<file path="src/rtl/ask_tx_sequencer.sv">
// Slot sequencer for a WORD_W-bit ASK serializer: round-robin between two valid/ready
// sources, one preamble word at the start of every burst, load strobe on each slot boundary.
module ask_tx_sequencer #(
    parameter int                WORD_W   = 12,
    parameter logic [WORD_W-1:0] PREAMBLE = 12'hAAA
) (
    input  logic              clk,
    input  logic              reset_n,
    input  logic              enable,
    input  logic              req0_valid,
    input  logic [WORD_W-1:0] req0_word,
    output logic              req0_ready,
    input  logic              req1_valid,
    input  logic [WORD_W-1:0] req1_word,
    output logic              req1_ready,
    output logic [WORD_W-1:0] word_out,
    output logic              new_word,
    output logic              busy,
    output logic [3:0]        slot_cnt
);

    typedef enum logic [1:0] {S_IDLE, S_PRE, S_DATA} state_t;

    localparam logic [3:0] LAST_CNT = 4'(WORD_W - 1);

    state_t            r_state;
    state_t            w_state_next;
    logic [3:0]        r_slot_cnt;
    logic [3:0]        w_slot_cnt_next;
    logic [WORD_W-1:0] r_word_out;
    logic [WORD_W-1:0] w_word_next;
    logic              r_new_word;
    logic              w_new_word_next;
    logic              r_last_grant;
    logic              w_last_grant_next;

    logic w_decide;
    logic w_pick0;
    logic w_pick1;
    logic w_grant0;
    logic w_grant1;

    // last_grant names the source served most recently; on a tie the other one wins.
    assign w_decide = (r_state != S_IDLE) && (r_slot_cnt == LAST_CNT);
    assign w_pick0  = req0_valid && (!req1_valid || r_last_grant);
    assign w_pick1  = req1_valid && (!req0_valid || !r_last_grant);
    assign w_grant0 = w_decide && enable && w_pick0;
    assign w_grant1 = w_decide && enable && w_pick1;

    always_ff @(posedge clk) begin
        if (!reset_n) begin
            r_state      <= S_IDLE;
            r_slot_cnt   <= 4'd0;
            r_word_out   <= '0;
            r_new_word   <= 1'b0;
            r_last_grant <= 1'b1;
        end else begin
            r_state      <= w_state_next;
            r_slot_cnt   <= w_slot_cnt_next;
            r_word_out   <= w_word_next;
            r_new_word   <= w_new_word_next;
            r_last_grant <= w_last_grant_next;
        end
    end

    always_comb begin
        w_state_next      = r_state;
        w_slot_cnt_next   = 4'd0;
        w_word_next       = r_word_out;
        w_new_word_next   = 1'b0;
        w_last_grant_next = r_last_grant;
        case (r_state)
            S_IDLE: begin
                w_word_next = '0;
                if (enable && (req0_valid || req1_valid)) begin
                    w_state_next    = S_PRE;
                    w_word_next     = PREAMBLE;
                    w_new_word_next = 1'b1;
                end
            end
            S_PRE, S_DATA: begin
                if (!w_decide) begin
                    w_slot_cnt_next = r_slot_cnt + 4'd1;
                end else if (w_grant0 || w_grant1) begin
                    w_state_next      = S_DATA;
                    w_word_next       = w_grant1 ? req1_word : req0_word;
                    w_new_word_next   = 1'b1;
                    w_last_grant_next = w_grant1;
                end else begin
                    // No taker: drop to IDLE and feed zeros so the carrier goes off.
                    w_state_next = S_IDLE;
                    w_word_next  = '0;
                end
            end
            default: begin
                w_state_next = S_IDLE;
                w_word_next  = '0;
            end
        endcase
    end

    always_comb begin
        req0_ready = w_grant0;
        req1_ready = w_grant1;
        busy       = (r_state != S_IDLE);
        word_out   = r_word_out;
        new_word   = r_new_word;
        slot_cnt   = r_slot_cnt;
    end

endmodule

</file>
<file path="config.mk">
export PLATFORM = sky130hd
export DESIGN_NAME = ask_tx_sequencer
export DESIGN_NICKNAME = d
export VERILOG_FILES = /design/src/rtl/ask_tx_sequencer.sv
export SDC_FILE = /design/constraint.sdc
export NUM_CORES = 1
export LEC_CHECK = 0
export BUFFER_PORTS_ARGS = -buffer_cell sky130_fd_sc_hd__buf_4
export CELL_PAD_IN_SITES_DETAIL_PLACEMENT = 1
export CELL_PAD_IN_SITES_GLOBAL_PLACEMENT = 1
export CORE_ASPECT_RATIO = 0.7
export CORE_MARGIN = 1
export CORE_UTILIZATION = 35
export CTS_BUF_LIST = sky130_fd_sc_hd__clkbuf_4
export CTS_CLUSTER_DIAMETER = 80
export DETAILED_ROUTE_END_ITERATION = 16
export GPL_TIMING_DRIVEN = 0
export PLACE_DENSITY = 0.95
export SETUP_SLACK_MARGIN = 0.15
export SYNTH_ARGS = -nofsm -noshare
export SYNTH_HDL_FRONTEND = slang
export SYNTH_SLANG_ARGS = --single-unit
</file>
<file path="constraint.sdc">
create_clock -name clk -period 2.8 [get_ports clk]
set_clock_uncertainty 0.05 [all_clocks]
set_input_delay 0.28 -clock clk [delete_from_list [all_inputs] [get_ports clk]]
set_output_delay 0.28 -clock clk [all_outputs]
set_load 0.02 [all_outputs]
</file>
After elaboration in Yosys (flattened, before gate mapping)

Index checks and enable logic that the tools add are counted.

Register bits after elaboration: 20
Input bits: 29
Output and inout bits: 20
Word-level logic and storage cells: 46

$add $sub $neg: 1
Equal/unequal tests: 5
Multiplexer cells: 13
Bitwise logic cells: 2
Reductions and logical operators: 20

Operator list:

| kind                  | count |
|---|---|
| $mux W12              | 4 |
| $pmux W12 S2          | 1 |
| $logic_and A1 B1 Y1   | 7 |
| $mux W2               | 3 |
| $add A4 B1 Y4 const B | 1 |
| $eq A4 B4 Y1 const B  | 1 |
| $logic_or A1 B1 Y1    | 4 |
| $ne A2 B2 Y1 const B  | 2 |
| $pmux W2 S2           | 1 |
| $logic_not A1 Y1      | 3 |
| $mux W1               | 3 |
| $reduce_and A3 Y1     | 1 |
| $reduce_or A3 Y1      | 1 |
| $eq A2 B1 Y1 const B  | 1 |
| $eq A2 B2 Y1 const B  | 1 |
| $logic_not A2 Y1      | 1 |
| $not A1 Y1            | 2 |
| $pmux W1 S2           | 1 |
| $reduce_and A2 Y1     | 1 |
| $reduce_bool A2 Y1    | 1 |
| $reduce_or A2 Y1      | 1 |

Logic depth before layout (Yosys ltp)

Word-level depth: 8
Gate-level depth with buffers: 7
Depth with buffers taken out: 6

Worst setup path after synthesis

OpenSTA, ideal clock, no wires.

Path kind: register -> output
Start point: register r_slot_cnt[0], in the netlist slot_cnt[0]
End point: output port req0_ready
Arrival time: 1511 ps
Data required time: 2470 ps
Slack: 959 ps
Cell stages (with the launch flop): 4
Path buffers: 0
Path through: dfxtp_1 ha_1 and4bb_2 nor3b_1

Word-level cells in the longest chain between the ends: 4

RTL lines:

| item                              | RTL line | source |
|---|---|---|
| start: declaration                | 28       | `logic [3:0] r_slot_cnt;` |
| start signal: assignment          | 59       | `r_slot_cnt <= w_slot_cnt_next;` |
| $eq A4 B4 Y1                      | 44       | `assign w_decide = (r_state != S_IDLE) && (r_slot_cnt == LAST_CNT);` |
| $logic_and A1 B1 Y1               | 44       |  |
| $logic_and A1 B1 Y1 (2 in series) | 47       | `assign w_grant0 = w_decide && enable && w_pick0;` |
| end: declaration                  | 12       | `output logic req0_ready,` |

Every way passes these cells.

Worst setup path in the final report

Start point: register r_state[0]
End point: output port req1_ready

Word-level cells in the longest chain between the ends: 4

RTL lines:

| item                              | RTL line | source |
|---|---|---|
| start: declaration                | 26       | `state_t r_state;` |
| start signal: assignment          | 58       | `r_state <= w_state_next;` |
| $reduce_bool A2 Y1                | 44       |  |
| $logic_and A1 B1 Y1               | 44       |  |
| $logic_and A1 B1 Y1 (2 in series) | 48       | `assign w_grant1 = w_decide && enable && w_pick1;` |
| end: declaration                  | 15       | `output logic req1_ready,` |

Every way passes these cells.

==> impl_results.rst <==
.. list-table::
   :header-rows: 1

   * - Metric
     - Value
   * - Result of the run
     - complete, no violations
   * - Fill count
     - 304
   * - Synth area leaders
     - sky130_fd_sc_hd__dfxtp_1, sky130_fd_sc_hd__mux2i_1, sky130_fd_sc_hd__mux2_2, sky130_fd_sc_hd__a221o_1, sky130_fd_sc_hd__ha_1
   * - Number of warnings issued by yosys
     - 0
   * - Stage delay of the slowest cell on the critical path
     - 0.39 ns
   * - Total Power Consumption
     - 0.706 mW
   * - Cell depth of the worst min-delay path
     - 2
   * - Actual transition at the worst max-transition pin
     - 0.511 ns
   * - Count of buffers added by post-CTS timing repair for setup
     - 0
   * - Hold violation total from the final report
     - 0
   * - Clock sinks
     - 20
   * - Number of H-tree levels
     - 1
   * - Root buf cell
     - sky130_fd_sc_hd__clkbuf_4
   * - Buffering stage count on the worst path with inverters included
     - 3
   * - Capture instance of the worst register-to-register path
     - word_out[5]
   * - Synth async-reset ratio
     - 0%
   * - Detailed Route WL
     - 2490 um
   * - Count of instances resized after the clock tree is built
     - 0
   * - Synthesized cell area
     - 921 um2
   * - Critical Path AT
     - 1.87 ns
   * - Final Max Slew Viols
     - 0
   * - Number of setup violations in the final report
     - 0
   * - Number of nets at the end of the flow
     - 177
   * - Routed WL per cell
     - 14.1 um
   * - Unrepaired setup endpoints after global routing
     - false
   * - Critical Setup Path Class
     - reg -> out
   * - Share of layout cells above drive strength 1
     - 46.9%
   * - R2r startpoint
     - r_state[0]
   * - Largest fanout on the critical path
     - 6
   * - Max-cap viol count
     - 0
   * - Period utilization
     - 78.7%
   * - Terminating pin of the worst hold path
     - r_last_grant
   * - Non-filler instance count after layout
     - 177
   * - Vias per std cell
     - 5.02
   * - Worst-case register-to-register setup slack
     - 0.87 ns
   * - Worst IR drop on VDD
     - 0.321 mV
   * - Via count of the first global-routing pass
     - 882
   * - Half-perimeter wire length of the detailed placement result
     - 2040 um
   * - Primary flip-flop cell chosen by synthesis mapping
     - sky130_fd_sc_hd__dfxtp_1
   * - CTS tree
     - yes
   * - Placed Area
     - 1320 um2
   * - DR vias
     - 889
   * - Initial detailed-routing violation count
     - 15
   * - Largest area contributor in the synthesized netlist
     - sky130_fd_sc_hd__dfxtp_1
   * - Crit-path slowest cell
     - sky130_fd_sc_hd__and4bb_2
   * - Net count after synthesis
     - 124
   * - Max Fclk
     - 0.454 GHz
   * - Post-synthesis register bit count
     - 20
   * - Worst relative slew slack
     - 65.7%
   * - Cell area after layout
     - 1350 um2
   * - Final Hold Slack
     - 0.176 ns
   * - Initial Util
     - 37.2%
   * - Inserted Clock Buffers
     - 3
   * - Leakage
     - 0.657 nW
   * - Number of antenna violations at the first check in global routing
     - 0
   * - Worst slack after detailed placement
     - 0.886 ns
   * - Number of standard-cell rows in the floorplan
     - 15
   * - CP Capture Type
     - output port
   * - Cell types with the highest counts after synthesis
     - sky130_fd_sc_hd__dfxtp_1, sky130_fd_sc_hd__nand2_1, sky130_fd_sc_hd__mux2i_1, sky130_fd_sc_hd__o21ai_1
   * - Post-layout minimum cycle time
     - 2.20 ns
   * - Launch instance of the worst min-delay path
     - reset_n
   * - Gp weighted congestion
     - 0.735
   * - Die width
     - 63.3 um
   * - Total Routing Usage GR
     - 19.0%
   * - Number of primary I/O pins
     - 49
   * - Number of flops mapped to enable cells by yosys
     - 0
   * - Sequential-to-total area share from yosys stat
     - 43.5%
   * - Most used cell along the critical path
     - sky130_fd_sc_hd__inv_1
   * - Placed Instances
     - 173
   * - Launching element type of the critical path
     - flip-flop
   * - Core ar.
     - 2480 um2
   * - Critical path, cell by cell
     - inv_1 -> ha_1 -> and4bb_2 -> nand3_2 -> inv_1 -> buf_4
   * - Antenna Nets Post-Route
     - 0
   * - Later-pin clock latency in the skew report
     - 0.31 ns
   * - Family of cells with the greatest summed delay on the critical path
     - simple AND/OR/NAND/NOR gates
   * - Die area
     - 2840 um2
   * - Mapped Cells
     - 91
   * - Wire length of the first global-routing pass
     - 4000 um
   * - Synthesis-to-layout area growth
     - 46.6%
   * - Maximum number of pins on one net before global-route repair
     - 12
   * - Synthesized area divided by synthesized cell count
     - 10.1 um2
   * - Clock tree buffer depth
     - 2
   * - Final WS setup
     - 0.597 ns
   * - WP data required
     - 2.47 ns
   * - Depth of the worst register-to-register path
     - 6
   * - Power density normalized to cell area
     - 523 nW/um2
   * - Leading cell type by number of instances after synthesis
     - sky130_fd_sc_hd__dfxtp_1
   * - Yosys top cell area share
     - 43.5%
   * - Drt pass-1 iters
     - 4
   * - CTS Hold Bufs
     - 0
   * - Number of distinct standard cells referenced by the synthesized netlist
     - 29
   * - Height of the chip
     - 44.9 um
   * - Total congestion overflow after global routing
     - 0
   * - # port buffers
     - 48
   * - Drc violations
     - 0
   * - N_diodes
     - 0
   * - End-of-flow core utilization
     - 54.5%
   * - Clock transition at the registers of the reported paths
     - 0.12 ns
   * - Setup total negative slack
     - 0 ns
   * - Worst hold path type
     - in -> reg
-- sequential cells by signal, summed over array words and instances (netlist names) --
signal	cells
r_last_grant	1
new_word	1
slot_cnt	4
r_state	2
word_out	12
-- final cells by class --
class / count / area (um2) / share of cell area (%)
multi-input cells: 66 / 500 / 37.1
plain buffers: 1 / 5.00 / 0.371
repair buffers: 48 / 360 / 26.7
inverters: 4 / 15.0 / 1.11
clock buffers: 3 / 22.5 / 1.67
well taps: 34 / 42.5 / 3.15
clock inverters: 1 / 3.75 / 0.278
flip-flops and latches: 20 / 400 / 29.7
-- routing by layer --
layer	GRT usage, %	share of wire [%]	up-vias
met5	0	0	-
met4	5.45	1.1	0
met3	6.57	4.7	4
met2	34.0	52	27
met1	22.0	42	424
li1	-	-	434
-- logic make-up (layout without fill, tap and decap cells) --
kind of cell / after synthesis / count (layout) / synth area share (%)
and+or+nand+nor: 28 / 28 / 17.1
DFF: 20 / 20 / 43.5
AOI/OAI and AO/OA: 19 / 19 / 14.9
muxes: 13 / 13 / 14.9
buffers and inverters: 5 / 57 / 2.17
adders and majority gates: 4 / 4 / 5.43
xor gates and xnor gates: 2 / 2 / 1.90
-- power by group --
group / switching (mW) / internal (mW)
logic: 0.123 / 0.109
registers: 0.0189 / 0.313
clock network: 0.0902 / 0.0521
-- worst max-delay path by stage --
| stage | endpoint | cells past startpoint | start | slack (ns) |
|---|---|---|---|---|
| 2_1_floorplan | req0_ready | 3 | slot_cnt[0] | 0.96 |
| 3_3_place_gp | word_out[3] | 6 | r_state[0] | 0.98 |
| 3_5_place_dp | word_out[5] | 6 | r_state[0] | 0.89 |
| 4_1_cts | req1_ready | 6 | r_state[0] | 0.59 |
| 5_1_grt | req1_ready | 6 | r_state[0] | 0.47 |
| 6_report | req1_ready | 6 | r_state[0] | 0.60 |
-- cells in the final DEF (no fill, tap or decap), types with 2 or more instances in the layout --
master / n
sky130_fd_sc_hd__inv_1: 4
sky130_fd_sc_hd__o21ai_1: 7
sky130_fd_sc_hd__nand2_1: 11
sky130_fd_sc_hd__nor2_1: 5
sky130_fd_sc_hd__a221o_1: 6
sky130_fd_sc_hd__dfxtp_1: 20
sky130_fd_sc_hd__clkbuf_4: 3
sky130_fd_sc_hd__mux2i_1: 7
sky130_fd_sc_hd__ha_1: 4
sky130_fd_sc_hd__buf_4: 48
sky130_fd_sc_hd__mux2_2: 6
sky130_fd_sc_hd__a21oi_1: 2
Power figures use the tool's default switching activity.
